File: src/rtl/div_share.sv
//============================================================================
// Module   : div_share
// Brief    : Round-robin sharing of one pipelined signed divider among
//            NREQ requesters, with an ID/divide-by-zero tag pipe.
// Revision : 1.0
//============================================================================
`timescale 1ns/1ps
`default_nettype none

module div_share #(
  parameter int NREQ = 4,
  parameter int DW   = 26,
  parameter int VW   = 26,
  parameter int QW   = 26,
  parameter int LAT  = 27
) (
  input  logic               clk,
  input  logic               rst,
  input  logic               en,
  input  logic [NREQ-1:0]    req_valid,
  output logic [NREQ-1:0]    req_ready,
  input  logic [NREQ*DW-1:0] req_dividend,
  input  logic [NREQ*VW-1:0] req_divisor,
  output logic [NREQ-1:0]    rsp_valid,
  output logic [QW-1:0]      rsp_quotient,
  output logic               rsp_dz,
  output logic               div_cke,
  output logic               div_vin,
  output logic [DW-1:0]      div_dividend,
  output logic [VW-1:0]      div_divisor,
  input  logic [QW-1:0]      div_quotient,
  input  logic               div_vout,
  output logic               busy,
  output logic               err
);

  localparam int              IW    = $clog2(NREQ);
  localparam logic [NREQ-1:0] C_ONE = NREQ'(1);

  logic [IW-1:0] r_ptr;
  logic [IW-1:0] w_gid;
  logic          w_found;
  logic          w_xfer;
  logic [VW-1:0] w_divisor;
  logic [DW-1:0] w_dividend;

  logic [IW-1:0] r_iss_id;
  logic          r_iss_dz;

  logic [LAT-1:0] r_tv;
  logic [LAT-1:0] r_tdz;
  logic [IW-1:0]  r_tid [LAT];

  // First valid requester after the last granted one, wrapping modulo NREQ.
  always_comb begin
    w_found = 1'b0;
    w_gid   = '0;
    for (int i = 1; i <= NREQ; i++) begin
      logic [IW-1:0] v_idx;
      v_idx = IW'((int'(r_ptr) + i) % NREQ);
      if (!w_found && req_valid[v_idx]) begin
        w_found = 1'b1;
        w_gid   = v_idx;
      end
    end
  end

  assign w_xfer     = w_found & en & ~rst;
  assign req_ready  = w_xfer ? (C_ONE << w_gid) : '0;
  assign w_dividend = req_dividend[w_gid*DW +: DW];
  assign w_divisor  = req_divisor[w_gid*VW +: VW];

  always_ff @(posedge clk) begin
    if (rst) begin
      r_ptr        <= IW'(NREQ - 1);
      div_vin      <= 1'b0;
      div_dividend <= '0;
      div_divisor  <= '0;
      r_iss_id     <= '0;
      r_iss_dz     <= 1'b0;
    end else if (en) begin
      if (w_xfer) begin
        r_ptr        <= w_gid;
        div_vin      <= 1'b1;
        div_dividend <= w_dividend;
        div_divisor  <= w_divisor;
        r_iss_id     <= w_gid;
        r_iss_dz     <= (w_divisor == '0);
      end else begin
        div_vin <= 1'b0;
      end
    end
  end

  // Tag pipe mirrors the divider latency so the last stage lines up with div_vout.
  always_ff @(posedge clk) begin
    if (rst) begin
      r_tv  <= '0;
      r_tdz <= '0;
      for (int i = 0; i < LAT; i++) r_tid[i] <= '0;
    end else if (en) begin
      r_tv     <= {r_tv[LAT-2:0], div_vin};
      r_tdz    <= {r_tdz[LAT-2:0], r_iss_dz};
      r_tid[0] <= r_iss_id;
      for (int i = 1; i < LAT; i++) r_tid[i] <= r_tid[i-1];
    end
  end

  always_ff @(posedge clk) begin
    if (rst) begin
      rsp_valid    <= '0;
      rsp_quotient <= '0;
      rsp_dz       <= 1'b0;
      err          <= 1'b0;
    end else if (en) begin
      rsp_valid <= r_tv[LAT-1] ? (C_ONE << r_tid[LAT-1]) : '0;
      if (r_tv[LAT-1]) begin
        rsp_quotient <= r_tdz[LAT-1] ? {QW{1'b1}} : div_quotient;
        rsp_dz       <= r_tdz[LAT-1];
      end
      if (div_vout != r_tv[LAT-1]) err <= 1'b1;
    end else begin
      rsp_valid <= '0;
    end
  end

  assign div_cke = en;
  assign busy    = div_vin | (|r_tv);

endmodule

`default_nettype wire

File: config.mk
export PLATFORM = sky130hd
export DESIGN_NAME = div_share
export DESIGN_NICKNAME = d
export VERILOG_FILES = /design/src/rtl/div_share.sv
export SDC_FILE = /design/constraint.sdc
export NUM_CORES = 1
export LEC_CHECK = 0
export CAP_MARGIN = 10
export CORE_ASPECT_RATIO = 1.4
export CORE_MARGIN = 4
export CORE_UTILIZATION = 45
export CTS_BUF_LIST = sky130_fd_sc_hd__clkbuf_8
export CTS_CLUSTER_SIZE = 14
export DETAILED_ROUTE_END_ITERATION = 10
export PLACE_DENSITY = 0.86
export REMOVE_ABC_BUFFERS = 1
export SLEW_MARGIN = 20
export SYNTH_ARGS = -nofsm -noshare
export SYNTH_HDL_FRONTEND = slang
export SYNTH_SLANG_ARGS = --single-unit
File: constraint.sdc
create_clock -name clk -period 2.5 [get_ports clk]
set_input_delay 0.375 -clock clk [delete_from_list [all_inputs] [get_ports clk]]
set_output_delay 0.375 -clock clk [all_outputs]
set_load 0.005 [all_outputs]
==> flow_metrics.tcl, run 1 <==
set metrics [dict create \
    r2r_start "r_ptr[1]" \
    maxSlewHeadroom 0.339 \
    max_freq_mhz 414 \
    clock_sinks 198 \
    tightest_slew_ps 990 \
    io_pins 333 \
    final.min_clock_period_ps 2410 \
    worstHoldPathType "flip-flop to flip-flop" \
    holdPathStages 2 \
    peakVddDrop_mv 0.365 \
    setup_slack_ps 85.6 \
    hpwl_um 21100 \
    syn-cell-area_um2 9060 \
    pre_cts_ws_ps -471 \
    gp_congestion 0.890 \
    ctsRootBufferMaster "clkbuf_8" \
    crit_type "flip-flop to primary output" \
    clockBufferDepth 2 \
    cts_made_buffers 17 \
    synth_compound_area_frac 0.0889 \
    synth_top_area_cell "dfxtp_1" \
    reg2regPathDepth 8 \
    critPathMaxFanout 8 \
    num_vias 8967 \
    htreeDepth 4 \
    synth_top_area_frac 0.318 \
    postLayoutCoreUtil 0.679 \
    grt_pass1_vias 8776 \
    setup_viol 0 \
    synthMuxAreaShare 0.0630 \
    cts.clk_slew.worst_paths_ps 90 \
    overflow 0 \
    drc 0 \
    period_share 0.966 \
    startpoint_type "flip-flop" \
    die_y_um 176 \
    grt_start_max_net_pins 157 \
    antenna_found_initial 0 \
    async_flop_share 0 \
    fin_setup_tns_ps 0 \
    yosysSeqAreaShare 0.497 \
    required_ps 2120 \
    cts_tree "yes" \
    rows 61 \
    p_leak_nw 5.44 \
    postCtsHoldBufs 0 \
    finalHoldViolCount 0 \
    syn2layout_area_growth_pct 48.7 \
    hold_start "rsp_dz" \
    clk_latency_ps 470 \
    crit_arrival_ps 2040 \
    dieArea_um2 22500 \
    slew_violations 0 \
    core-area_um2 19800 \
    end_kind "primary output" \
    synth_top_family_by_area "simple AND/OR/NAND/NOR gates" \
    synth_fa_ha_area_frac 0 \
    wirelength_um 28600 \
    synth_xor_area_frac 0.000967 \
    r2r-end "r_iss_dz" \
    status "complete, no violations" \
    grt_pass1_wl_um 44300 \
    io_buffer_count 332 \
    synth_enable_flop_cells 54 \
    drv_cap 0 \
    final_cells 1642 \
    netlist_instances 1041 \
    synth_area_per_cell_um2 8.70 \
    ys_top_cells_by_area "dfxtp_1, edfxtp_1, nand2_1" \
    ys_seq_elements 198 \
    synth_top_flop_cell "dfxtp_1" \
    hold_ws_ps 463 \
    placed_area_um2 13000 \
    min_to "rsp_dz" \
    nets 1618 \
    final_area_um2 13500 \
    power_density_nw_per_um2 565 \
    viasPerCell 5.46 \
    r2r_slack_ps 170 \
    die_w_um 128 \
    ys_warn_count 0 \
    wl_per_cell_um 17.4 \
    postRouteAntennaNets 0 \
    dpl.cell_count 1607 \
    first_iter_violations 676 \
    grt_setup_unrepaired "false" \
    total_power_mw 7.62 \
    grtUsageTotal 0.246 \
    yosys.area_share.simple 0.305 \
    fin_skew_ps 17.4 \
    layout-drive-gt1-share 0.0986 \
    start_util 0.457 \
    ys_types 45 \
    first_pass_iters 5 \
]
-- sequential cells by signal, summed over array words and instances (netlist names) --
signal / flops
div_dividend: 26
div_divisor: 26
div_vin: 1
err: 1
r_iss_dz: 1
r_iss_id: 2
r_ptr: 2
r_tdz: 27
r_tid: 54
r_tv: 27
rsp_dz: 1
rsp_quotient: 26
rsp_valid: 4
-- where the power goes --
group / switching [mW] / leakage [nW] / total (mW) / internal (mW)
Clock: 1.10 / 0.212 / 2.07 / 0.969
Sequential: 0.0886 / 1.77 / 3.56 / 3.48
Combinational: 0.913 / 3.45 / 1.98 / 1.07
-- logic make-up after synthesis --
logic type / Yosys count
AO/OA/AOI/OAI: 113
buffers and inverters: 95
XOR/XNOR: 1
multiplexers: 57
flip-flops: 198
AND/OR/NAND/NOR: 577
-- synth_stat cells (all sizes together) (4+ instances only) --
master and n:
a21oi 7, a32oi 38, and2 38, buf 28, clkbuf 63, dfxtp 144
edfxtp 54, inv 4, mux2i 57, nand2 199, nand3 101, nand3b 54
nor2 89, nor2b 20, nor3 56, nor4 11, o21ai 46
-- layer usage --
layer	vias up	wire, um	global-route usage	share of wire
met3	77	2540	0.0721	0.089
met4	0	1220	0.113	0.043
li1	4292	-	-	-
met2	435	14300	0.422	0.50
met1	4163	10600	0.279	0.37
met5	-	0	0	0
-- worst max-delay path, cell delays in order (launching register included) --
cell           delay (ps)
dfxtp_4               400
inv_1                  80
o31a_1                300
and2_4                180
buf_4                 170
nor3_4                190
dlygate4sd2_1         260
-- worst max-delay path by stage --
stage | slack [ps] | startpoint | endpoint | cells past startpoint
after floorplan | -3140 | req_valid[3] | r_iss_dz | 4
final | 90 | r_ptr[1] | req_ready[0] | 6
after detailed placement | -470 | req_valid[3] | r_iss_dz | 9
after CTS | 10 | req_valid[2] | req_ready[2] | 8
after global routing | 5 | r_ptr[1] | req_ready[0] | 6
after global placement | -370 | req_valid[1] | req_ready[0] | 7
-- cell usage in the layout (no fill, tap or decap), types with 4 or more instances in the layout --
master,count
nor4_2,4
and2_1,37
nand2_1,198
nor3_1,55
nor4_1,7
buf_4,65
inv_1,6
nand3b_1,54
dlygate4sd2_1,4
clkbuf_8,20
buf_12,7
nand3_1,101
nor2_1,86
clkdlybuf4s50_1,322
a32oi_1,36
edfxtp_1,54
o21ai_0,43
nor2b_1,19
dfxtp_1,143
a21oi_1,7
mux2i_1,56
buf_6,4
-- area by class of cell --
| type | count | area, um^2 |
|---|---|---|
| diodes | 1 | 2.50 |
| repair buffers | 407 | 3970 |
| multi-input cells | 748 | 4260 |
| clock inverters | 12 | 126 |
| well taps | 252 | 315 |
| fillers | 1522 | 6370 |
| flip-flops and latches | 198 | 4510 |
| clock buffers | 20 | 275 |
| inverters | 4 | 15.0 |
-- what timing repair did --
action | CTS | global route
endpoints found under the setup margin | 5 | 5
pin swaps | 2 | 4
resized for setup | 16 | 20
cloned | 0 | 0
buffers inserted | 2 | 0
No activity file was read; power rests on OpenSTA's default activity.
==> inputs of run 2 (changes only) <==
--- a/config.mk
+++ b/config.mk
@@ -9,7 +9,6 @@
 export CORE_ASPECT_RATIO = 1.4
 export CORE_MARGIN = 4
 export CORE_UTILIZATION = 45
-export CTS_BUF_LIST = sky130_fd_sc_hd__clkbuf_8
 export CTS_CLUSTER_SIZE = 14
 export DETAILED_ROUTE_END_ITERATION = 10
 export PLACE_DENSITY = 0.86
==> run 2 against run 1 <==
Effect of this change:
- the flow now finishes with violations (negative setup slack)
- clock power is 31% higher
- largest cell class unchanged
- hold slack better by 8.8 ps
- critical path depth is 4 higher
- register-to-register slack worse by 70 ps
- clock-buffer cell count is 3 higher
- wire length is 1.5% higher
- first-iteration DRC count is 19% higher
- total power is 8.6% higher
- highest routed layer unchanged
- combinational power hardly changed
==> flow_metrics.tcl, run 2 (synthesized netlist as in run 1, its figures left out) <==
set metrics [dict create \
    crit_arrival_ps 2860 \
    max_freq_mhz 399 \
    power_density_nw_per_um2 606 \
    drv_cap 0 \
    wl_per_cell_um 17.6 \
    io_pins 333 \
    clockBufferDepth 2 \
    finalHoldViolCount 0 \
    gp_congestion 0.890 \
    syn2layout_area_growth_pct 50.7 \
    largest_reg_flops 54 \
    dpl.cell_count 1607 \
    nets 1619 \
    rows 61 \
    path_cells "clkdlybuf4s50_1, buf_4, nand3b_1, o21a_4, buf_4, a32oi_2, a32oi_2, or4_4, a2111o_1, o31ai_2" \
    final.min_clock_period_ps 2500 \
    largest-register "r_tid" \
    htreeDepth 4 \
    cts.clk_slew.worst_paths_ps 80 \
    startpoint_type "input pin" \
    postRouteAntennaNets 0 \
    crit_slowest_cell "or4_4" \
    p_leak_nw 5.50 \
    r2r_slack_ps 100 \
    clk_latency_ps 440 \
    cpPeakStageDelay_ps 560 \
    grt_setup_unrepaired "true" \
    net-switching-power_mw 2.20 \
    end_kind "flip-flop" \
    first_iter_violations 802 \
    placed_area_um2 13000 \
    drc 0 \
    period_share 1.00 \
    intPower_mw 6.07 \
    worst-path-stages 10 \
    reg2regPathDepth 8 \
    r2r_start "r_ptr[1]" \
    crit_family "compound AO/OA/AOI/OAI gates" \
    holdPathStages 2 \
    tightest_slew_ps 1000 \
    clock_sinks 198 \
    die_w_um 128 \
    grtUsageTotal 0.251 \
    slew_violations 0 \
    hpwl_um 21100 \
    layout-drive-gt1-share 0.0986 \
    setup_slack_ps -4.90 \
    final_common_cell "clkdlybuf4s50_1" \
    cts_made_buffers 17 \
    antenna_found_initial 0 \
    maxSlewHeadroom 0.330 \
    fin_skew_ps 12.5 \
    grt_pass1_wl_um 45200 \
    start_util 0.457 \
    setup_viol 1 \
    comb_power_share 0.240 \
    postLayoutCoreUtil 0.688 \
    io_buffer_count 332 \
    required_ps 2860 \
    peakVddDrop_mv 0.541 \
    critPathBufInv 3 \
    postCtsHoldBufs 0 \
    final_cell_mix "clkdlybuf4s50_1, nand2_1, dfxtp_1, nand3_1, nor2_1" \
    r2r-end "r_iss_dz" \
    startpoint "req_valid[0]" \
    overflow 0 \
    num_vias 9044 \
    grt_start_max_net_pins 157 \
    cp-endpoint "r_iss_dz" \
    fin_setup_tns_ps -4.90 \
    status "complete, but fails checks" \
    final_area_um2 13700 \
    switching_share 0.266 \
    wirelength_um 29000 \
    viasPerCell 5.50 \
    core-area_um2 19800 \
    final_cells 1644 \
    cts_tree "yes" \
    critPathMaxFanout 10 \
    die_y_um 176 \
    pwr-share-clk 0.329 \
    first_pass_iters 5 \
    worstHoldPathType "flip-flop to flip-flop" \
    violations "negative setup slack" \
    power_frac_seq 0.431 \
    grt_pass1_vias 8858 \
    reg_top3 "r_tid x54, r_tdz x27, r_tv x27" \
    crit_type "input pin to flip-flop" \
    dieArea_um2 22500 \
    pre_cts_ws_ps -471 \
    ctsRootBufferMaster "clkbuf_16" \
]
run 2: worst min-delay path by stage:
| stage | startpoint | endpoint | slack [ps] |
|---|---|---|---|
| after global routing | div_dividend[22] | div_dividend[22] | 500 |
| after CTS | r_tid[13][1] | rsp_valid[0] | 480 |
| after detailed placement | r_iss_id[0] | r_iss_id[0] | 450 |
| after floorplan | r_iss_id[1] | r_iss_id[1] | 430 |
| final | r_iss_id[1] | r_iss_id[1] | 470 |
| after global placement | rsp_dz | rsp_dz | 440 |
run 2: power by group through the flow:
stage	clock (mW)	sequential [mW]	combinational (mW)
floorplan	0	3.63	0.727
global placement	0	3.63	1.90
detailed placement	0	3.63	1.93
CTS	2.77	3.57	1.96
global route	2.91	3.59	2.14
finish	2.72	3.57	1.99
run 2: per-layer routing:
metal | global-route usage | up-vias | routed length, um
met5 | 0 | - | 0
met4 | 0.0969 | 0 | 1070
met3 | 0.0697 | 88 | 2550
met2 | 0.440 | 445 | 14700
met1 | 0.286 | 4203 | 10700
li1 | - | 4308 | -
run 2: repair_timing:
item,in CTS,in global routing
buffers inserted,2,1
resized for setup,19,9
endpoints found under the setup margin,5,5
pin swaps,5,4
hold endpoints to repair,0,0
run 2: cell type report:
cell class,count,area [um^2]
Fill cell,1474,6190
Sequential cell,198,4510
Multi-Input combinational cell,748,4250
Timing Repair Buffer,408,3970
Clock buffer,23,499
Tap cell,252,315
Clock inverter,9,88.8
Inverter,4,15.0
Antenna cell,2,5.00
run 2: worst register-to-register path, stage by stage (launching register included):
cell	delay [ps]
dfxtp_4	390
mux2i_1	300
o21ai_2	70
buf_4	170
o21ai_0	260
a32oi_2	100
or4_4	560
a2111o_1	320
o31ai_2	160
run 2: per-stage QoR:
stage	power, mW	hold WS, ps
floorplan	4.36	426
global placement	5.53	441
detailed placement	5.56	452
CTS	8.29	476
global route	8.64	495
finish	8.27	472
==> inputs of run 3 (changes only) <==
--- a/config.mk
+++ b/config.mk
@@ -5,7 +5,6 @@
 export SDC_FILE = /design/constraint.sdc
 export NUM_CORES = 1
 export LEC_CHECK = 0
-export CAP_MARGIN = 10
 export CORE_ASPECT_RATIO = 1.4
 export CORE_MARGIN = 4
 export CORE_UTILIZATION = 45
==> results of run 3 <==
Final layout, timing and power as in run 2 (identical DEF).
